===== src/rtl/hazard_stall_controller.sv =====
// Pipeline hazard/stall controller: load-use interlock, taken-branch flush and
// memory-wait freeze, plus a saturating stall counter and a sticky wait timeout.
module hazard_stall_controller #(
  parameter int unsigned REG_SIZE   = 5,
  parameter logic [15:0] WAIT_LIMIT = 16'd255
) (
  input  logic                clk_i,
  input  logic                rst_i,
  input  logic [REG_SIZE-1:0] ID_Rs1_i,
  input  logic [REG_SIZE-1:0] ID_Rs2_i,
  input  logic                EX_MemRead_i,
  input  logic [REG_SIZE-1:0] EX_Rd_i,
  input  logic                Branch_taken_i,
  input  logic                Mem_req_i,
  input  logic                Mem_ack_i,
  output logic                PC_write_o,
  output logic                IFID_write_o,
  output logic                IDEX_bubble_o,
  output logic                IFID_flush_o,
  output logic                Freeze_o,
  output logic [15:0]         Stall_cnt_o,
  output logic                Timeout_o
);

  typedef enum logic {
    IDLE     = 1'b0,
    MEM_WAIT = 1'b1
  } state_t;

  localparam logic [15:0] CNT_MAX = 16'hFFFF;

  state_t      r_state;
  logic [15:0] r_wait_cnt;
  logic [15:0] r_stall_cnt;
  logic        r_timeout;

  logic w_mem_busy;
  logic w_load_use;

  // Hazard detection and prioritised pipeline control, zero-cycle latency
  always_comb begin
    w_mem_busy    = 1'b0;
    w_load_use    = 1'b0;
    PC_write_o    = 1'b1;
    IFID_write_o  = 1'b1;
    IDEX_bubble_o = 1'b0;
    IFID_flush_o  = 1'b0;
    Freeze_o      = 1'b0;

    w_mem_busy = ((r_state == IDLE) && Mem_req_i && !Mem_ack_i) ||
                 ((r_state == MEM_WAIT) && !Mem_ack_i);
    w_load_use = EX_MemRead_i && (EX_Rd_i != REG_SIZE'(0)) &&
                 ((EX_Rd_i == ID_Rs1_i) || (EX_Rd_i == ID_Rs2_i));

    if (rst_i) begin
      PC_write_o    = 1'b0;
      IFID_write_o  = 1'b0;
      IDEX_bubble_o = 1'b1;
      IFID_flush_o  = 1'b1;
      Freeze_o      = 1'b0;
    end else if (w_mem_busy) begin
      PC_write_o    = 1'b0;
      IFID_write_o  = 1'b0;
      Freeze_o      = 1'b1;
    end else if (w_load_use) begin
      PC_write_o    = 1'b0;
      IFID_write_o  = 1'b0;
      IDEX_bubble_o = 1'b1;
    end else if (Branch_taken_i) begin
      IFID_flush_o  = 1'b1;
    end
  end

  // Memory-wait FSM, stall statistics and sticky timeout
  always_ff @(posedge clk_i) begin
    if (rst_i) begin
      r_state     <= IDLE;
      r_wait_cnt  <= 16'd0;
      r_stall_cnt <= 16'd0;
      r_timeout   <= 1'b0;
    end else begin
      case (r_state)
        IDLE: begin
          if (Mem_req_i && !Mem_ack_i) begin
            r_state    <= MEM_WAIT;
            r_wait_cnt <= 16'd1;
          end
        end
        MEM_WAIT: begin
          if (Mem_ack_i) begin
            r_state    <= IDLE;
            r_wait_cnt <= 16'd0;
          end else begin
            if (r_wait_cnt == WAIT_LIMIT) r_timeout <= 1'b1;
            if (r_wait_cnt != CNT_MAX) r_wait_cnt <= r_wait_cnt + 16'd1;
          end
        end
        default: begin
          r_state    <= IDLE;
          r_wait_cnt <= 16'd0;
        end
      endcase

      if ((w_mem_busy || w_load_use) && (r_stall_cnt != CNT_MAX))
        r_stall_cnt <= r_stall_cnt + 16'd1;
    end
  end

  assign Stall_cnt_o = r_stall_cnt;
  assign Timeout_o   = r_timeout;

endmodule


===== config.mk =====
export PLATFORM = sky130hd
export DESIGN_NAME = hazard_stall_controller
export DESIGN_NICKNAME = d
export VERILOG_FILES = /design/src/rtl/hazard_stall_controller.sv
export SDC_FILE = /design/constraint.sdc
export NUM_CORES = 1
export LEC_CHECK = 0
export ABC_AREA = 1
export CORE_ASPECT_RATIO = 0.9
export CORE_MARGIN = 3
export CORE_UTILIZATION = 47
export DETAILED_ROUTE_END_ITERATION = 8
export GPL_ROUTABILITY_DRIVEN = 0
export PLACE_DENSITY = 0.88
export SETUP_SLACK_MARGIN = 0.4
export SYNTH_ARGS = -nofsm -noshare
export SYNTH_HDL_FRONTEND = slang
export SYNTH_SLANG_ARGS = --single-unit

===== constraint.sdc =====
create_clock -name clk_i -period 1.55 [get_ports clk_i]
set_input_delay 0.3875 -clock clk_i [delete_from_list [all_inputs] [get_ports clk_i]]
set_output_delay 0.3875 -clock clk_i [all_outputs]
set_load 0.005 [all_outputs]

==> impl_results.md, run 1 <==
- Gr usage total: 76.5%
- Syn Nets: 371
- Netlist Area Pre-Place: 2150 sq um
- Largest net degree at the start of global routing: 31
- Placed cells: 472
- FP Rows: 22
- I/O pin total: 43
- Yosys reg bits: 34
- Clk buf depth: 2
- H-Tree Depth: 2
- Initial Util: 50.7%
- Post-DP HPWL: 4580 um
- Unique masters post-synth: 32
- Chip Width: 77.3 um
- Error msg: [ERROR GRT-0232] Routing congestion too high. Check the congestion heatmap in the GUI.
- Status: stopped before the end
- Gr ovfl total: 190
- Total CTS buffers: 5
- Register area share after synthesis: 31.7%
- Synth top area share: 31.7%
- Synthesized area per cell: 6.18 sq um
- Chip Height: 70.2 um
- Hold Buf Count CTS: 0
- Ys Warns: 0
- Mapped Cells: 348
- Main area contributors after synthesis: dfxtp_1 (32%), nand2_1 (15%), nor2_1 (10%), inv_1 (8.7%), nand3_1 (7.0%)
- Input/output buffers: 42
- Worst_ep kind: top-level output
- Root Driver: clkbuf_8
- CTS sink cnt: 34
- DP Worst Slack: -0.961 ns
- Exit stage: global routing (5_1_grt)
- Synth area leader: dfxtp_1
- GRT worst endpoint: IDEX_bubble_o
logic make-up after synthesis:
family,count (synthesis),synth area share (%)
AOI/OAI and AO/OA,38,10.2
xor gates and xnor gates,2,0.815
adders and majority gates,2,1.16
buffers and inverters,59,11.6
DFF,34,31.7
and+or+nand+nor,213,44.5
synthesized netlist by cell type (all sizes together):
library cell / count
nor3b: 1
nand2: 93
xnor2: 2
o21bai: 1
nand4: 13
nand3b: 1
inv: 51
nor4: 2
nor2: 60
dfxtp: 34
buf: 6
o2111ai: 1
clkbuf: 1
clkinv: 1
ha: 2
a21o: 1
nor3: 13
a21boi: 1
nand3: 30
a21oi: 23
o21ai: 11
layer usage:
metal / overflow / global-route usage (%)
met2: 148 / 106
met5: 0 / 0
met4: 40 / 84.4
met3: 2 / 48.2
met1: 0 / 72.8
stage by stage:
stage               hold WS [ns]  util, %  instance area, sq um
floorplan                  0.442        -                  2290
global placement           0.442     69.2                  2940
detailed placement         0.444     69.2                  2940
CTS                        0.446     85.5                  3620
repair_timing:
action,CTS
endpoints found under the setup margin,55
gates resized for setup,272
buffers inserted,44
pin swaps,63
==> inputs of run 2 (changes only) <==
CORE_ASPECT_RATIO = unset   (was 0.9)
CORE_UTILIZATION = 40   (was 47)
PLACE_DENSITY = unset   (was 0.88)
PLACE_DENSITY_LB_ADDON = 0.15   (was unset)
SETUP_SLACK_MARGIN = unset   (was 0.4)
clock period = 2 ns   (was 1.55 ns; I/O delays follow)
==> run 2 against run 1 <==
Compared with the run above: the run now ends clean; synthesized area did not move; synthesized cell count did not move.
==> impl_results.md, run 2 <==
- Status: completed (was stopped before the end)
- Final WL: 5280 um
- Clk buf depth: 2 (unchanged)
- CP delay by family, top: buffers and inverters
- Register area share after synthesis: 31.7% (unchanged)
- CP Capture Type: output port
- Input/output buffers: 42 (unchanged)
- I/O pin total: 43 (unchanged)
- Worst-margin pin slew: 0.346 ns
- Routed vias/inst: 4.88
- First-pass GRT wire length: 8830 um
- Ant diodes: 0
- Layout Cells excl Fill: 484
- Placed cells: 473 (was 472)
- Finished Core Util: 56.0%
- Hold WS: 0.465 ns
- DP Worst Slack: -0.798 ns (was -0.961 ns)
- FP Rows: 26 (was 22)
- Max IR drop VDD: 0.288 mV
- M1 WL: 2400 um
- Fmax: 0.520 GHz
- Top cells by count, synth: nand2_1 (86), nor2_1 (58), inv_1 (50) (unchanged)
- Metal2 WL: 2580 um
- Arr. time, crit path: 1.42 ns
- Final setup viols: 0
- Internal power: 0.00107 W
- Sw power: 0.000397 W
- Syn Nets: 371 (unchanged)
- Unrepaired setup endpoints after global routing: no
- Total power: 0.00147 W
- Area growth, synth to finish: 33.8%
- Cell Pwr Density: 511 nW/um^2
- Ys Warns: 0 (unchanged)
- Final Hold Vio Count: 0
- Most frequent cells in the layout: nand2_1 (81), nor2_1 (55), inv_1 (46)
- Root Driver: clkbuf_8 (unchanged)
- Synth area leader: dfxtp_1 (unchanged)
- Skew final: 0.00701 ns
- Fin crit period: 1.92 ns
- H-Tree Depth: 2 (unchanged)
- Post-synth EDFFs: 0 (unchanged)
- Sw frac: 27.0%
- Kind of critical path: in -> out
- Tcrit/Tclk final: 96.1%
- Die ar.: 6290 sq um
- Total CTS buffers: 5 (unchanged)
- Logic gate share of total power: 15.4%
- Worst path bufs/invs: 4
- Final worst slack: 0.0776 ns
- Post-route ant nets: 0
- Post-DP HPWL: 4050 um (was 4580 um)
- Pins Over Slew Limit: 0
- Clk pin slew, worst setup/hold paths: 0.07 ns
- Sequential power share: 47.3%
- Drt pass-1 iters: 4
- CP max stage cell: dlygate4sd2_1
- Worst stage delay on the critical path: 0.26 ns
- Average wire per standard cell: 10.9 um
- Synth top area share: 31.7% (unchanged)
- Chip Width: 79.3 um (was 77.3 um)
- Worst Hold Class: reg -> reg
- Via Count: 2,361
- Chip Height: 79.3 um (was 70.2 um)
- Drc violations: 0
- Synthesized area per cell: 6.18 sq um (unchanged)
- Clock latency at the later pin of the worst-skew pair: 0.29 ns
- Commonest non-fill, non-tap cell in the layout: nand2_1
- Yosys reg bits: 34 (unchanged)
- Startpoint Class: input pin
- Netlist Area Pre-Place: 2150 sq um (unchanged)
- Critical path data required time: 1.50 ns
- Cell-by-cell trace of the critical path: clkdlybuf4s15_1, o21ai_2, buf_6, nor2_4, buf_4, dlygate4sd2_1
- CTS tree: done
- Largest net degree at the start of global routing: 31
- Initial Util: 41.8% (was 50.7%)
- Dominant synthesized flop cell: dfxtp_1 (unchanged)
- CP max FO: 2
- Max Cap Viol: 0
- CTS sink cnt: 34 (unchanged)
- Top Metal Used: met4
- Gr usage total: 17.2%
- Number of global-route vias before repair: 2,142
- Most common cell in the netlist: nand2_1 (unchanged)
- Leakage: 1.31 nW
- Final #Nets: 436
- Layout cells sized above 1: 19.3%
- Clock network fraction of total power: 37.3%
- Initial DRC Count: 118
- Core ar.: 5140 sq um
- Met3 Routed Length: 228 um
- Rel. slew slack: 76.8%
- Unique masters post-synth: 32 (unchanged)
- Async set or reset register ratio after synthesis: 0% (unchanged)
- Mapped Cells: 348 (unchanged)
- Initial antenna violation count: 0
- Gr ovfl total: 0
- Main area contributors after synthesis: dfxtp_1 (32%), nand2_1 (15%), nor2_1 (10%), inv_1 (8.7%), nand3_1 (7.0%) (unchanged)
run 2: layout make-up:
cell class	count	area, sq um
Fill cell	536	2260
Clock buffer	6	82.6
Sequential cell	34	681
Tap cell	70	87.6
Inverter	52	200
Multi-Input combinational cell	255	1260
Clock inverter	2	12.5
Timing Repair Buffer	65	556
run 2: per-stage QoR:
stage	cell area [sq um]	TNS (ns)
CTS	2820	-0.0106
global route	2880	0
global placement	2750	-8.14
floorplan	2150	0
finish	2880	0
detailed placement	2750	-8.79
run 2: cell families (layout without fill, tap and decap cells):
kind of cell	count (synthesis)	count (layout)	synth area share, %
flops	34	34	31.7
buf+inv	59	125	11.6
fa+ha+maj	2	2	1.16
simple gates	213	213	44.5
compound gates	38	38	10.2
xor+xnor	2	2	0.815
run 2: path summary, 6_finish.rpt:
path	startpoint	to	slack (ns)	cells past startpoint
hold / removal	Timeout_o	Timeout_o	0.46	2
setup / recovery	Mem_req_i	Freeze_o	0.08	6
setup reg to reg	Stall_cnt_o[0]	Stall_cnt_o[3]	0.25	8
hold reg to reg	Timeout_o	Timeout_o	0.46	2
run 2: routing by layer:
metal | vias to the layer above | track usage (%)
met5 | - | 0
met4 | 0 | 5.84
met3 | 8 | 4.08
met2 | 46 | 31.4
met1 | 1064 | 19.5
li1 | 1243 | -
run 2: power by group through the flow:
stage	clock network [W]	registers (W)	logic [W]
6_report	0.000548	0.000695	0.000227
5_1_grt	0.000585	0.000696	0.000252
2_1_floorplan	0	0.000709	0.000114
3_3_place_gp	0	0.000710	0.000224
3_5_place_dp	0	0.000710	0.000226
4_1_cts	0.000566	0.000694	0.000213
run 2: repair_timing:
action	in CTS	in global routing
pin swaps	18	19
setup endpoints to repair	5	6
setup buffers	0	3
resized for setup	71	33
hold buffers	0	0
run 2: worst register-to-register path, cell delays in order (launching register included):
cell and delay [ns]:
dfxtp_1 0.42, ha_1 0.23, nand3_1 0.10, nor2_2 0.21, nand4_1 0.25, nand2_1 0.18
inv_1 0.08, a21oi_1 0.14, nor2_1 0.05
Note: power is estimated with default switching activity, not from simulation.
==> inputs of run 3 (changes only) <==
CORE_ASPECT_RATIO = 1.1   (was unset)
SKIP_LAST_GASP = 1   (was unset)
==> run 3 against run 2 <==
Compared with the run above: clock-buffer cell count decreased by 1; sequential power about the same; hold slack got worse by 0.0087 ns; wire length decreased by 0.42%; power increased by 15%; via count decreased by 0.68%; combinational power decreased by 2%; final area increased by 0.61%; final cell count increased by 0.83%; global-route usage increased by 0.70 points; critical endpoint unchanged; largest cell class unchanged; highest routed layer unchanged.
==> impl_results.md, run 3 (same netlist as run 2, synthesis figures left out) <==
- Number of global-route vias before repair: 2,187 (was 2,142)
- Core ar.: 5100 sq um (was 5140 sq um)
- Fin crit period: 1.94 ns (was 1.92 ns)
- CTS sink cnt: 34 (unchanged)
- Initial Util: 42.1% (was 41.8%)
- CP Capture Type: output port (unchanged)
- Gr ovfl total: 0 (unchanged)
- Kind of critical path: in -> out (unchanged)
- Drt pass-1 iters: 4 (unchanged)
- Startpoint Class: input pin (unchanged)
- Finished Core Util: 56.7% (was 56.0%)
- Max Cap Viol: 0 (unchanged)
- Hold WS: 0.456 ns (was 0.465 ns)
- CP Capture Point: Freeze_o (unchanged)
- Worst-margin pin slew: 0.374 ns (was 0.346 ns)
- First-pass GRT wire length: 9240 um (was 8830 um)
- Max IR drop VDD: 0.287 mV (was 0.288 mV)
- Hold Buf Count CTS: 0 (unchanged)
- Crit path depth: 6 (unchanged)
- Ant diodes: 0 (unchanged)
- Final Hold Vio Count: 0 (unchanged)
- Reg2reg start: Stall_cnt_o[0] (unchanged)
- Worst path bufs/invs: 4 (unchanged)
- Gr usage total: 17.9% (was 17.2%)
- CTS tree: done (unchanged)
- Final WL: 5250 um (was 5280 um)
- CP delay by family, top: buffers and inverters (unchanged)
- Commonest non-fill, non-tap cell in the layout: nand2_1 (unchanged)
- FP Rows: 27 (was 26)
- Fmax: 0.515 GHz (was 0.520 GHz)
- Clock latency at the later pin of the worst-skew pair: 0.29 ns (about the same)
- Root Driver: clkbuf_8 (unchanged)
- Clk pin slew, worst setup/hold paths: 0.08 ns (was 0.07 ns)
- Worst Hold Class: reg -> reg (unchanged)
- Initial antenna violation count: 0 (unchanged)
- Skew final: 0.0113 ns (was 0.00701 ns)
- Leakage: 1.32 nW (was 1.31 nW)
- Final instance area: 2890 sq um (was 2880 sq um)
- Chip Width: 75.9 um (was 79.3 um)
- CP max stage cell: dlygate4sd2_1 (unchanged)
- Rel. slew slack: 74.9% (was 76.8%)
- CP max FO: 3 (was 2)
- Flop-to-flop setup slack: 0.21 ns (was 0.25 ns)
- Tcrit/Tclk final: 97.2% (was 96.1%)
- Arr. time, crit path: 1.44 ns (was 1.42 ns)
- Clk buf depth: 2 (unchanged)
- Input/output buffers: 42 (unchanged)
- Via Count: 2,345 (was 2,361)
- Area growth, synth to finish: 34.6% (was 33.8%)
- Setup TNS: 0 ns (unchanged)
- R2r worst-path depth: 8 (unchanged)
- Post-DP HPWL: 4080 um (was 4050 um)
- Largest net degree at the start of global routing: 31 (unchanged)
- Worst stage delay on the critical path: 0.25 ns (was 0.26 ns)
- Initial DRC Count: 99 (was 118)
- H-Tree Depth: 2 (unchanged)
- Average wire per standard cell: 10.8 um (was 10.9 um)
- Routed vias/inst: 4.81 (was 4.88)
- Chip Height: 82.9 um (was 79.3 um)
- Critical path data required time: 1.50 ns (about the same)
- Final #Nets: 438 (was 436)
- Total CTS buffers: 5 (unchanged)
- Final setup viols: 0 (unchanged)
- RR Endpoint: Stall_cnt_o[15] (was Stall_cnt_o[3])
- Post-route ant nets: 0 (unchanged)
- I/O pin total: 43 (unchanged)
- Dpl cell area: 2770 sq um (was 2750 sq um)
- Pins Over Slew Limit: 0 (unchanged)
- Unrepaired setup endpoints after global routing: yes (was no)
- Most frequent cells in the layout: nand2_1 (83), nor2_1 (55), inv_1 (46) (was nand2_1 (81), nor2_1 (55), inv_1 (46))
- Die ar.: 6290 sq um (about the same)
- Cell Pwr Density: 583 nW/um^2 (was 511 nW/um^2)
- Cell-by-cell trace of the critical path: clkdlybuf4s15_1, o21ai_2, buf_6, nor2_4, buf_4, dlygate4sd2_1 (unchanged)
- Setup crit start: Mem_req_i (unchanged)
- Layout cells sized above 1: 19.0% (was 19.3%)
- Status: completed (unchanged)
- Drc violations: 0 (unchanged)
run 3: what timing repair did:
action                     CTS  global route
buffers inserted             0             3
pin swaps                   18            16
gates resized for setup     70            18
cloned                       0             0
setup endpoints to repair    6             5
run 3: worst min path at each step:
stage	start	to	slack, ns	cells past startpoint
global route	Timeout_o	Timeout_o	0.49	2
global placement	Timeout_o	Timeout_o	0.44	2
floorplan	Timeout_o	Timeout_o	0.45	2
finish	Timeout_o	Timeout_o	0.46	2
detailed placement	Timeout_o	Timeout_o	0.45	2
CTS	Timeout_o	Timeout_o	0.46	2
run 3: final cells by class:
class	instances	area [sq um]
Clock buffer	5	68.8
Clock inverter	3	68.8
Fill cell	533	2210
Inverter	52	195
Multi-Input combinational cell	255	1260
Sequential cell	34	681
Tap cell	72	90.1
Timing Repair Buffer	67	533
run 3: power breakdown:
| group | internal [W] | switching (W) |
|---|---|---|
| clock network | 0.000499 | 0.000270 |
| logic | 0.000108 | 0.000116 |
| registers | 0.000685 | 0.00000933 |
| total | 0.00129 | 0.000395 |
run 3: metal layers:
| metal | up-vias | GRT usage [%] | part of all wire (%) |
|---|---|---|---|
| met5 | - | 0 | 0 |
| met4 | 0 | 5.88 | 2.4 |
| met3 | 11 | 3.39 | 4.5 |
| met2 | 50 | 29.6 | 47 |
| met1 | 1040 | 22.8 | 46 |
| li1 | 1244 | - | - |
run 3: worst reg2reg max path, cell delays in order (launching register included):
cell and delay [ns]:
dfxtp_1 0.42, ha_1 0.22, nand3_1 0.10, nor2_2 0.18, nand4_1 0.27, nand2_1 0.24
nor2_1 0.08, a21oi_1 0.14, nor2_1 0.05
run 3: through the flow:
stage,power [W],setup slack [ns],instances
after floorplan,0.000823,0.0563,348
after global placement,0.000935,-0.738,477
after detailed placement,0.000938,-0.759,477
after CTS,0.00172,0.00218,485
after global routing,0.00176,-0.0104,488
final,0.00169,0.0570,488
